--- src/rtl/fetch_mem_if_pkg.sv ---
// ----------------------------------------------------------------------------
// fetch_mem_if_pkg
// Shared types and constants for the instruction-fetch memory interface.
//   XLEN            : address / PC width
//   ILEN            : instruction width
//   FETCH_BUF_DEPTH : default in-flight + buffered capacity
//   fetch_track_t   : tracker entry {pc, stale}
//   fetch_instr_t   : decode-bound entry {pc, instr, except}
// ----------------------------------------------------------------------------
package fetch_mem_if_pkg;

  localparam int XLEN            = 64;
  localparam int ILEN            = 32;
  localparam int FETCH_BUF_DEPTH = 4;

  typedef struct packed {
    logic [XLEN-1:0] pc;
    logic            stale;
  } fetch_track_t;

  typedef struct packed {
    logic [XLEN-1:0] pc;
    logic [ILEN-1:0] instr;
    logic            except;
  } fetch_instr_t;

  function automatic fetch_instr_t fetch_make_entry(input logic [XLEN-1:0] pc,
                                                    input logic [ILEN-1:0] instr,
                                                    input logic            except);
    fetch_instr_t e;
    e.pc     = pc;
    e.instr  = instr;
    e.except = except;
    return e;
  endfunction

endpackage

--- src/rtl/fetch_mem_if_if.sv ---
// ----------------------------------------------------------------------------
// fetch_mem_if_if
// Bundles the three handshakes around the fetch memory engine plus flush:
//   pcgen_* : PC generator -> engine (valid/ready)
//   mem_*   : engine <-> instruction memory (request and in-order answer)
//   instr_* : engine -> decode (valid/ready)
// Modports:
//   master : the fetch engine side
//   slave  : the environment (PC generator, memory, decode, flush source)
// ----------------------------------------------------------------------------
interface fetch_mem_if_if;
  import fetch_mem_if_pkg::*;

  logic            flush_i;
  logic            pcgen_valid_i;
  logic [XLEN-1:0] pcgen_pc_i;
  logic            pcgen_ready_o;
  logic            mem_req_valid_o;
  logic            mem_req_ready_i;
  logic [XLEN-1:0] mem_req_addr_o;
  logic            mem_ans_valid_i;
  logic [ILEN-1:0] mem_ans_data_i;
  logic            mem_ans_except_i;
  logic            mem_ans_ready_o;
  logic            instr_valid_o;
  logic            instr_ready_i;
  logic [XLEN-1:0] instr_pc_o;
  logic [ILEN-1:0] instr_o;
  logic            instr_except_o;

  modport master (
    input  flush_i, pcgen_valid_i, pcgen_pc_i, mem_req_ready_i,
           mem_ans_valid_i, mem_ans_data_i, mem_ans_except_i, instr_ready_i,
    output pcgen_ready_o, mem_req_valid_o, mem_req_addr_o, mem_ans_ready_o,
           instr_valid_o, instr_pc_o, instr_o, instr_except_o
  );

  modport slave (
    output flush_i, pcgen_valid_i, pcgen_pc_i, mem_req_ready_i,
           mem_ans_valid_i, mem_ans_data_i, mem_ans_except_i, instr_ready_i,
    input  pcgen_ready_o, mem_req_valid_o, mem_req_addr_o, mem_ans_ready_o,
           instr_valid_o, instr_pc_o, instr_o, instr_except_o
  );

endinterface

--- src/rtl/fetch_mem_if_ifq.sv ---
// ----------------------------------------------------------------------------
// fetch_ifq
// Generic in-order queue of T entries, DEPTH a power of 2 (>= 2).
// Each entry carries a side mark bit that can be set on every entry at once.
// Ports:
//   clk_i, rst_ni   : clock, asynchronous active-low reset
//   i_flush         : empty the queue at the next edge (push/pop ignored)
//   i_mark_all      : set the mark of every stored entry at the next edge
//   i_push, i_data, i_push_mark : write an entry (ignored when full)
//   i_pop           : drop the head entry (ignored when empty)
//   o_head, o_head_mark : head entry and its mark
//   o_cnt, o_empty  : occupancy
// ----------------------------------------------------------------------------
module fetch_ifq #(
  parameter type T     = logic,
  parameter int  DEPTH = 4
) (
  input  logic                     clk_i,
  input  logic                     rst_ni,
  input  logic                     i_flush,
  input  logic                     i_mark_all,
  input  logic                     i_push,
  input  T                         i_data,
  input  logic                     i_push_mark,
  input  logic                     i_pop,
  output T                         o_head,
  output logic                     o_head_mark,
  output logic [$clog2(DEPTH):0]   o_cnt,
  output logic                     o_empty
);

  localparam int AW = $clog2(DEPTH);
  localparam logic [AW:0] PTR_ONE = {{AW{1'b0}}, 1'b1};

  T               r_mem [DEPTH];
  logic [DEPTH-1:0] r_mark;
  logic [AW:0]    r_wr;
  logic [AW:0]    r_rd;
  logic           w_full;
  logic           w_push;
  logic           w_pop;

  // Extra pointer MSB tells full (MSBs differ) from empty (pointers equal).
  assign o_empty = (r_wr == r_rd);
  assign w_full  = (r_wr[AW] != r_rd[AW]) && (r_wr[AW-1:0] == r_rd[AW-1:0]);
  assign w_push  = i_push & ~w_full;
  assign w_pop   = i_pop & ~o_empty;
  assign o_cnt   = r_wr - r_rd;

  assign o_head      = r_mem[r_rd[AW-1:0]];
  assign o_head_mark = r_mark[r_rd[AW-1:0]];

  always_ff @(posedge clk_i or negedge rst_ni) begin
    if (!rst_ni) begin
      r_wr   <= '0;
      r_rd   <= '0;
      r_mark <= '0;
    end else begin
      if (i_flush) begin
        r_wr <= '0;
        r_rd <= '0;
      end else begin
        if (w_push) r_wr <= r_wr + PTR_ONE;
        if (w_pop)  r_rd <= r_rd + PTR_ONE;
      end
      // Mark-all covers entries present at this edge; a same-edge push keeps
      // its own mark.
      if (i_mark_all) r_mark <= '1;
      if (w_push && !i_flush) r_mark[r_wr[AW-1:0]] <= i_push_mark;
    end
  end

  always_ff @(posedge clk_i) begin
    if (w_push && !i_flush) r_mem[r_wr[AW-1:0]] <= i_data;
  end

endmodule

--- src/rtl/fetch_mem_if.sv ---
// ----------------------------------------------------------------------------
// fetch_mem_if
// Instruction-memory request/response engine behind the PC generator.
// Accepts one PC per cycle, issues it to memory, tracks in-flight requests,
// discards responses made stale by a flush and buffers the survivors in
// order toward decode.
// Parameters:
//   BUF_DEPTH : in-flight requests + buffered responses (power of 2, >= 2)
//   BOOT_PC   : instr_pc_o value while the output buffer is empty
// Ports:
//   clk_i  : clock
//   rst_ni : asynchronous active-low reset
//   bus    : fetch_mem_if_if.master (flush, pcgen, mem req/ans, instr)
// Build option:
//   FETCH_BYPASS_EN : when defined, a live response arriving at an empty
//                     buffer is shown on instr_* in the same cycle and, if
//                     decode takes it, never written to the buffer.
// ----------------------------------------------------------------------------
module fetch_mem_if
  import fetch_mem_if_pkg::*;
#(
  parameter int              BUF_DEPTH = FETCH_BUF_DEPTH,
  parameter logic [XLEN-1:0] BOOT_PC   = 64'h0
) (
  input logic           clk_i,
  input logic           rst_ni,
  fetch_mem_if_if.master bus
);

  localparam int CW = $clog2(BUF_DEPTH) + 1;

  logic [CW-1:0] w_trk_cnt;
  logic [CW-1:0] w_buf_cnt;
  logic [CW:0]   w_occ;
  logic          w_credit_ok;
  logic          w_req_ok;
  logic          w_req_hs;
  fetch_track_t  w_trk_in;
  fetch_track_t  w_trk_head;
  logic          w_trk_head_mark;
  logic          w_trk_empty;
  logic          w_stale;
  logic          w_ans_live;
  fetch_instr_t  w_ans_entry;
  logic          w_buf_push;
  logic          w_buf_pop;
  fetch_instr_t  w_buf_head;
  logic          w_buf_empty;
  logic          w_unused_buf_mark;
  logic          w_out_valid;
  fetch_instr_t  w_out_entry;

  // Credit uses registered occupancy only, so a same-cycle pop never frees a
  // slot early and the buffer can never overflow.
  assign w_occ       = {1'b0, w_trk_cnt} + {1'b0, w_buf_cnt};
  assign w_credit_ok = w_occ < (CW+1)'(BUF_DEPTH);
  assign w_req_ok    = rst_ni & w_credit_ok & ~bus.flush_i;
  assign w_req_hs    = bus.pcgen_valid_i & bus.mem_req_ready_i & w_req_ok;

  assign bus.mem_req_valid_o = bus.pcgen_valid_i & w_req_ok;
  assign bus.pcgen_ready_o   = bus.mem_req_ready_i & w_req_ok;
  assign bus.mem_req_addr_o  = bus.pcgen_pc_i;
  assign bus.mem_ans_ready_o = 1'b1;

  assign w_trk_in = '{pc: bus.pcgen_pc_i, stale: 1'b0};

  // Tracker: one entry per accepted request; flush marks them all stale.
  fetch_ifq #(
    .T     (fetch_track_t),
    .DEPTH (BUF_DEPTH)
  ) u_trk (
    .clk_i       (clk_i),
    .rst_ni      (rst_ni),
    .i_flush     (1'b0),
    .i_mark_all  (bus.flush_i),
    .i_push      (w_req_hs),
    .i_data      (w_trk_in),
    .i_push_mark (1'b0),
    .i_pop       (bus.mem_ans_valid_i),
    .o_head      (w_trk_head),
    .o_head_mark (w_trk_head_mark),
    .o_cnt       (w_trk_cnt),
    .o_empty     (w_trk_empty)
  );

  assign w_stale     = w_trk_head.stale | w_trk_head_mark;
  assign w_ans_live  = bus.mem_ans_valid_i & ~w_trk_empty & ~w_stale & ~bus.flush_i;
  assign w_ans_entry = fetch_make_entry(w_trk_head.pc, bus.mem_ans_data_i,
                                        bus.mem_ans_except_i);

`ifdef FETCH_BYPASS_EN
  logic w_bypass;
  assign w_bypass   = w_ans_live & w_buf_empty;
  assign w_buf_push = w_ans_live & ~(w_bypass & bus.instr_ready_i);
`else
  assign w_buf_push = w_ans_live;
`endif

  assign w_buf_pop = bus.instr_ready_i & ~w_buf_empty;

  // Output buffer toward decode; flush empties it at the same edge.
  fetch_ifq #(
    .T     (fetch_instr_t),
    .DEPTH (BUF_DEPTH)
  ) u_buf (
    .clk_i       (clk_i),
    .rst_ni      (rst_ni),
    .i_flush     (bus.flush_i),
    .i_mark_all  (1'b0),
    .i_push      (w_buf_push),
    .i_data      (w_ans_entry),
    .i_push_mark (1'b0),
    .i_pop       (w_buf_pop),
    .o_head      (w_buf_head),
    .o_head_mark (w_unused_buf_mark),
    .o_cnt       (w_buf_cnt),
    .o_empty     (w_buf_empty)
  );

  always_comb begin
    w_out_valid = 1'b0;
    w_out_entry = fetch_make_entry(BOOT_PC, '0, 1'b0);
    if (!w_buf_empty) begin
      w_out_valid = 1'b1;
      w_out_entry = w_buf_head;
    end
`ifdef FETCH_BYPASS_EN
    else if (w_bypass) begin
      w_out_valid = 1'b1;
      w_out_entry = w_ans_entry;
    end
`endif
  end

  assign bus.instr_valid_o  = w_out_valid;
  assign bus.instr_pc_o     = w_out_entry.pc;
  assign bus.instr_o        = w_out_entry.instr;
  assign bus.instr_except_o = w_out_entry.except;

  // A response with nothing in flight breaks the memory protocol.
  a_ans_has_req : assert property (@(posedge clk_i) disable iff (!rst_ni)
                                   bus.mem_ans_valid_i |-> !w_trk_empty);

endmodule

--- src/flat_wrapper.sv ---
// flat-port wrapper written by rule: the top's interface ports become plain ports
module fetch_mem_if_flat import fetch_mem_if_pkg::*;
#(
  parameter int              BUF_DEPTH = FETCH_BUF_DEPTH,
  parameter logic [XLEN-1:0] BOOT_PC   = 64'h0
)
  (clk_i, rst_ni, bus_flush_i, bus_pcgen_valid_i, bus_pcgen_pc_i, bus_mem_req_ready_i, bus_mem_ans_valid_i, bus_mem_ans_data_i, bus_mem_ans_except_i, bus_instr_ready_i, bus_pcgen_ready_o, bus_mem_req_valid_o, bus_mem_req_addr_o, bus_mem_ans_ready_o, bus_instr_valid_o, bus_instr_pc_o, bus_instr_o, bus_instr_except_o);
  fetch_mem_if_if bus_i ();
  input logic clk_i;
  input logic rst_ni;
  input wire logic [$bits(bus_i.flush_i)-1:0] bus_flush_i;
  input wire logic [$bits(bus_i.pcgen_valid_i)-1:0] bus_pcgen_valid_i;
  input wire logic [$bits(bus_i.pcgen_pc_i)-1:0] bus_pcgen_pc_i;
  input wire logic [$bits(bus_i.mem_req_ready_i)-1:0] bus_mem_req_ready_i;
  input wire logic [$bits(bus_i.mem_ans_valid_i)-1:0] bus_mem_ans_valid_i;
  input wire logic [$bits(bus_i.mem_ans_data_i)-1:0] bus_mem_ans_data_i;
  input wire logic [$bits(bus_i.mem_ans_except_i)-1:0] bus_mem_ans_except_i;
  input wire logic [$bits(bus_i.instr_ready_i)-1:0] bus_instr_ready_i;
  output wire logic [$bits(bus_i.pcgen_ready_o)-1:0] bus_pcgen_ready_o;
  output wire logic [$bits(bus_i.mem_req_valid_o)-1:0] bus_mem_req_valid_o;
  output wire logic [$bits(bus_i.mem_req_addr_o)-1:0] bus_mem_req_addr_o;
  output wire logic [$bits(bus_i.mem_ans_ready_o)-1:0] bus_mem_ans_ready_o;
  output wire logic [$bits(bus_i.instr_valid_o)-1:0] bus_instr_valid_o;
  output wire logic [$bits(bus_i.instr_pc_o)-1:0] bus_instr_pc_o;
  output wire logic [$bits(bus_i.instr_o)-1:0] bus_instr_o;
  output wire logic [$bits(bus_i.instr_except_o)-1:0] bus_instr_except_o;
  assign bus_i.flush_i = bus_flush_i;
  assign bus_i.pcgen_valid_i = bus_pcgen_valid_i;
  assign bus_i.pcgen_pc_i = bus_pcgen_pc_i;
  assign bus_i.mem_req_ready_i = bus_mem_req_ready_i;
  assign bus_i.mem_ans_valid_i = bus_mem_ans_valid_i;
  assign bus_i.mem_ans_data_i = bus_mem_ans_data_i;
  assign bus_i.mem_ans_except_i = bus_mem_ans_except_i;
  assign bus_i.instr_ready_i = bus_instr_ready_i;
  assign bus_pcgen_ready_o = bus_i.pcgen_ready_o;
  assign bus_mem_req_valid_o = bus_i.mem_req_valid_o;
  assign bus_mem_req_addr_o = bus_i.mem_req_addr_o;
  assign bus_mem_ans_ready_o = bus_i.mem_ans_ready_o;
  assign bus_instr_valid_o = bus_i.instr_valid_o;
  assign bus_instr_pc_o = bus_i.instr_pc_o;
  assign bus_instr_o = bus_i.instr_o;
  assign bus_instr_except_o = bus_i.instr_except_o;
  fetch_mem_if #(.BUF_DEPTH(BUF_DEPTH), .BOOT_PC(BOOT_PC)) u_core (.clk_i(clk_i), .rst_ni(rst_ni), .bus(bus_i));
endmodule
--- config.mk ---
export PLATFORM = sky130hd
export DESIGN_NAME = fetch_mem_if_flat
export DESIGN_NICKNAME = d
export VERILOG_FILES = /design/src/rtl/fetch_mem_if_pkg.sv /design/src/rtl/fetch_mem_if_if.sv /design/src/rtl/fetch_mem_if_ifq.sv /design/src/rtl/fetch_mem_if.sv /design/src/flat_wrapper.sv
export SDC_FILE = /design/constraint.sdc
export NUM_CORES = 1
export LEC_CHECK = 0
export ABC_CLOCK_PERIOD_IN_PS = 6900
export BUFFER_PORTS_ARGS = -buffer_cell sky130_fd_sc_hd__buf_2
export CAP_MARGIN = 20
export CORE_ASPECT_RATIO = 0.9
export CORE_MARGIN = 5
export CORE_UTILIZATION = 53
export CTS_CLUSTER_SIZE = 24
export DETAILED_ROUTE_END_ITERATION = 8
export MAX_ROUTING_LAYER = met4
export PLACE_DENSITY = 0.84
export SETUP_SLACK_MARGIN = 0.3
export SLEW_MARGIN = 25
export SYNTH_ARGS = -nofsm -noshare
export SYNTH_HDL_FRONTEND = slang
export SYNTH_SLANG_ARGS = --single-unit
--- constraint.sdc ---
create_clock -name clk_i -period 6.9 [get_ports clk_i]
set_input_delay 0.345 -clock clk_i [delete_from_list [all_inputs] [get_ports clk_i]]
set_output_delay 0.345 -clock clk_i [all_outputs]
set_load 0.01 [all_outputs]
Word level (Yosys, flattened, before mapping). Memory sizes are Yosys's and may differ from the RTL's. Cells that the tools add are included. Widths: inputs -> output; s select.

Add/sub/neg operators: 7. Magnitude comparators: 4. Equality and inequality tests: 6. Mux-type cells: 16. Bitwise operators: 22. Reductions and logical operators: 7.

Operators with widths (count): $mux 97 (1); $and 1x1->1 (13); $add 3x1->3 const B (4); $mux 3 (4); $mux 4 (2); $mux 1 (7); $eq 3x3->1 (2); $lt 2x3->1 const B (2); $not 1->1 (6); $sub 3x3->3 (2); $add 3x3->4 (1); $and 4x4->4 (1); $eq 2x2->1 (2); $logic_and 1x1->1 (4); $lt 4x3->1 const B (1); $not 4->4 (1); $reduce_bool 2->1 (2); $bmux 1 s2 (1); $demux 1 s2 (1); $ge 2x1->1 const B (1); $ne 1x1->1 (2); $logic_not 1->1 (1); $or 1x1->1 const A (1).

Bits in registers: 16. Bits in writable memories: 644. Input bits: 104. Output and inout port bits: 165. Logic and storage cells: 69. Memories kept: 2.

Memories: u_core.u_buf.r_mem (depth 4, bits a word 97, rd ports 1, clocked after Yosys merged registers in 0, wr ports 1, RTL line fetch_mem_if_ifq.sv:35) `T r_mem [DEPTH];`; u_core.u_trk.r_mem (depth 4, bits a word 64, rd ports 1, clocked after Yosys merged registers in 0, wr ports 1, RTL line fetch_mem_if_ifq.sv:35).

Logic depth before layout (Yosys ltp).
Depth after elaboration: 10. Gate-level depth with buffers: 11. Depth with buffers taken out: 10.

Hierarchy. Synthesis repeated with hierarchy kept, for this count alone.

Cell total of the unflattened synthesis: 1181. Area, all modules: 26111.3 um2.

By module, submodules not included: fetch_ifq (u_core.u_buf) (times used 1, cells each 580, area each 14749.1 um2, sequential area each 11901.4 um2); fetch_ifq (u_core.u_trk) (times used 1, cells each 414, area each 10097.2 um2, sequential area each 8057.7 um2); fetch_mem_if (times used 1, cells each 187, area each 1265.0 um2, sequential area each 0.0 um2).

Worst setup path after synthesis. Ideal clock, no wire load.

Kind: flip-flop to flip-flop. Start point: register u_core.u_trk.r_rd[1]. End point: memory u_core.u_trk.r_mem[3][0] (netlist bit) (enable). Data arrival time: 6.945 ns. Required time: 6.329 ns. Path slack: -0.616 ns. Stages on the path, launching flop included: 10. Period minus slack after synthesis: 7.516 ns. Cell sequence: dfrtp_1 > buf_1 > clkbuf_1 > inv_1 > fa_1 > xnor2_1 > ha_1 > nor3b_1 > nand4_1 > nor3_1.

Word-level cells in the longest chain between the ends: 9.

RTL lines: start, declared (RTL line fetch_mem_if_ifq.sv:38) `logic [AW:0] r_rd;`; start signal, assigned (RTL line fetch_mem_if_ifq.sv:64) `if (w_pop) r_rd <= r_rd + PTR_ONE;`; $sub 3x3->3 (RTL line fetch_mem_if_ifq.sv:48) `assign o_cnt = r_wr - r_rd;`; $add 3x3->4 (RTL line fetch_mem_if.sv:55) `assign w_occ = {1'b0, w_trk_cnt} + {1'b0, w_buf_cnt};`; $lt 4x3->1 (RTL line fetch_mem_if.sv:56) `assign w_credit_ok = w_occ < (CW+1)'(BUF_DEPTH);`; $and 1x1->1 (2 in series) (RTL line fetch_mem_if.sv:57) `assign w_req_ok = rst_ni & w_credit_ok & ~bus.flush_i;`; $and 1x1->1 (RTL line fetch_mem_if.sv:58) `assign w_req_hs = bus.pcgen_valid_i & bus.mem_req_ready_i & w_req_ok;`; $and 1x1->1 (*) (RTL line fetch_mem_if_ifq.sv:46) `assign w_push = i_push & ~w_full;`; $mux 1 (*) (RTL line fetch_mem_if_ifq.sv:74) `if (w_push && !i_flush) r_mem[r_wr[AW-1:0]] <= i_data;`; $mux 1 (implied by the code) (*) (RTL line fetch_mem_if_ifq.sv:74); end, declared (RTL line fetch_mem_if_ifq.sv:35).

Every way passes the cells marked *; elsewhere a longest branch is shown, timed or not.

Worst setup path in the final report.
Start point: register u_core.u_trk.r_rd[1]. End point: memory u_core.u_trk.r_mem[2][10] (netlist bit) (enable).

Same word-level chain as after synthesis.

==> out/results.ini <==
[finish]
area_growth_pct = 16.8
drive_above_1_share_pct = 36.4
final_cell_mix = edfxtp_1, buf_2, mux4_2
layout_commonest_cell = edfxtp_1
n_antenna_cell = 0
layout.nets = 1550
finish.utilization_pct = 62.2

[power]
peakVddDrop_uv = 265
combPwrFrac_pct = 13.1
p_sw_share_pct = 23.6
p_sw_mw = 2.18
power.leakage_nw = 9.91
p_seq_share_pct = 53.0
p_clk_share_pct = 33.9
p_per_area_nw_per_um2 = 312
cell_internal_pwr_mw = 7.06

[synthesis]
syn_area_sq_um = 25400
netlist-cell-type-count = 34
syn_area_per_cell_sq_um = 22.7
syn_inst = 1118
synth-seq-area-share_pct = 77.9
yosys.area.top_type = edfxtp_1
syn_nets = 1240
ys_ff_latch = 660
synthTopCellsByArea = edfxtp_1, mux4_2, nor2b_1, buf_4, dfrtp_1
yosysTopAreaCellShare_pct = 76.3
ys_warn_count = 0

[timing]
slew_viol_final = 0
finalClockSkew_ns = 0.0235
period_minus_slack_ns = 4.67
slew_headroom_pct = 29.6
worstMarginPinSlew_ns = 1.06
fin_tns_setup_ns = 0
setup_ws_ns = 2.23
fmax_mhz = 214
grt_setup_unrepaired = false
hold_viol = 0
fin_crit_sh_pct = 67.7
finalSetupViolCount = 0

[place]
numPortBuffers = 267
post-place-ws_ns = 2.26
gp_congestion = 0.766
place_hpwl_microns = 27900

[setup_path]
reg2reg_slack_ns = 2.23
r2r_cells = 8
cp.required_ns = 7.12
critPathKind = reg2reg
crit_arrival_ns = 4.89
r2r-end = u_core.u_trk.r_mem[2][10]
critPathCaptureType = flop
worstReg2RegStart = u_core.u_trk.r_rd[1]
critPathLaunchType = flop
crit_fanout = 68

[die]
start_util_pct = 53.2
num_rows = 76
die_area_sq_um = 52300
core_sq_um = 47600
io_pins = 269
die_h_microns = 217
die_w_microns = 241

[clocking]
clock_sinks = 660
clk_pin_slew_ns = 0.06
clk_latency_ns = 0.60
clockBufferDepth = 3
tritoncts = yes
cts_resized = 0
ctsHoldBuffers = 80
cts_root_buf = clkbuf_16
cts-buffers-inserted = 59
postCtsSetupRepairBufs = 0
cts-htree-levels = 2

[routing]
vias = 11800
via_per_inst = 5.63
drt_wl_total_microns = 50700
dr.first_iter.drc_count = 1025
drc = 0
drt_pre_antenna_iters = 5
wl_per_cell_microns = 24.2
detail-route-antenna-nets = 0

[global_route]
grt-ovfl-total = 0
grt_use_total_pct = 20.0
grt_pass1_wl_microns = 76800
antenna_found_initial = 1
grt_max_degree = 69
grt_pass1_vias = 12700

[worst_hold_path]
worstHoldPathCells = 1
hold_path_end = u_core.u_trk.r_mem[2][42]
hold_path.class = in2reg
worst_hold_startpoint = bus_pcgen_pc_i[42]

[status]
status = completed

[job]
cap_violations = 0

==> power by group through the flow <==
| stage | logic (mW) | clock network (mW) | registers (mW) |
|---|---|---|---|
| 4_1_cts | 1.21 | 3.20 | 4.91 |
| 3_5_place_dp | 1.16 | 0 | 4.99 |
| 5_1_grt | 1.31 | 3.40 | 4.92 |
| 6_report | 1.21 | 3.14 | 4.90 |
| 2_1_floorplan | 0.930 | 0 | 4.84 |
| 3_3_place_gp | 1.09 | 0 | 4.98 |
==> stage by stage <==
stage	hold slack (ns)	power [mW]	instances	area [sq um]
2_1_floorplan	0.0494	5.77	1118	25400
3_3_place_gp	0.294	6.07	1908	26900
3_5_place_dp	0.300	6.15	1909	26900
4_1_cts	0.00175	9.32	2098	29600
5_1_grt	0.00294	9.63	2100	29600
6_report	0.0205	9.25	2100	29600
==> layout make-up <==
class | instances | area, sq um
Inverter | 14 | 52.6
Timing Repair Buffer | 361 | 2290
Clock inverter | 38 | 310
Fill cell | 3153 | 18000
Clock buffer | 71 | 1520
Tap cell | 624 | 781
Multi-Input combinational cell | 332 | 4910
Sequential cell | 660 | 19800
==> per-layer routing <==
metal / track usage, % / wire (microns)
met1: 26.3 / 19900
met2: 34.0 / 26900
met3: 2.92 / 3180
met4: 4.03 / 766
met5: - / 0
==> synth_stat cells, drive strengths merged <==
library cell	instances
buf	87
ha	16
nand2b	2
nand2	2
conb	1
o21ai	2
nor3b	1
mux4	162
nand4	1
o211ai	1
fa	2
a31o	1
inv	14
mux2	3
a311o	1
or3b	1
nor2b	97
xnor2	4
mux2i	3
dfrtp	16
nor3	2
a21oi	3
xor2	6
and2	6
nor2	14
clkbuf	25
edfxtp	644
and4	1
==> critical path, stage by stage, from the launching register on <==
cell and delay, ns:
dfrtp_4 1.12, inv_1 0.22, fa_1 0.47, xnor2_1 0.21, ha_1 0.27, nor3b_1 0.29
nand4_1 0.26, nor2_1 0.49, and2_4 0.91
==> registers in the layout, summed over array words and instances, names as in the netlist <==
register,flops
u_core.u_buf.r_mem,388
u_core.u_buf.r_wr,3
u_core.u_trk.r_wr,3
u_core.u_trk.r_rd,3
u_core.u_trk.r_mem,256
u_core.u_trk.r_mark,4
u_core.u_buf.r_rd,3
==> worst max-delay path by stage <==
| stage | start | endpoint | slack, ns |
|---|---|---|---|
| floorplan | u_core.u_trk.r_rd[1] | u_core.u_buf.r_wr[2] | 0.81 |
| global placement | u_core.u_trk.r_rd[1] | u_core.u_trk.r_mem[2][10] | 2.42 |
| detailed placement | u_core.u_trk.r_rd[1] | u_core.u_trk.r_mem[1][11] | 2.26 |
| CTS | u_core.u_trk.r_rd[1] | u_core.u_trk.r_mem[1][44] | 2.19 |
| global route | u_core.u_trk.r_rd[1] | u_core.u_trk.r_mem[1][55] | 1.94 |
| finish | u_core.u_trk.r_rd[1] | u_core.u_trk.r_mem[2][10] | 2.23 |
==> logic make-up (layout without fill, tap and decap cells) <==
group,count (synthesis),after routing,share of synthesized area [%]
adder cells (fa/ha/maj),18,18,0.948
AO/OA/AOI/OAI,8,8,0.202
flip-flops,660,660,77.9
AND/OR/NAND/NOR,127,127,3.04
multiplexers,168,168,14.6
buffers and inverters,126,484,2.95
XOR/XNOR,10,10,0.345
other,1,1,0.0148
Note: power is estimated with default switching activity, not from simulation.
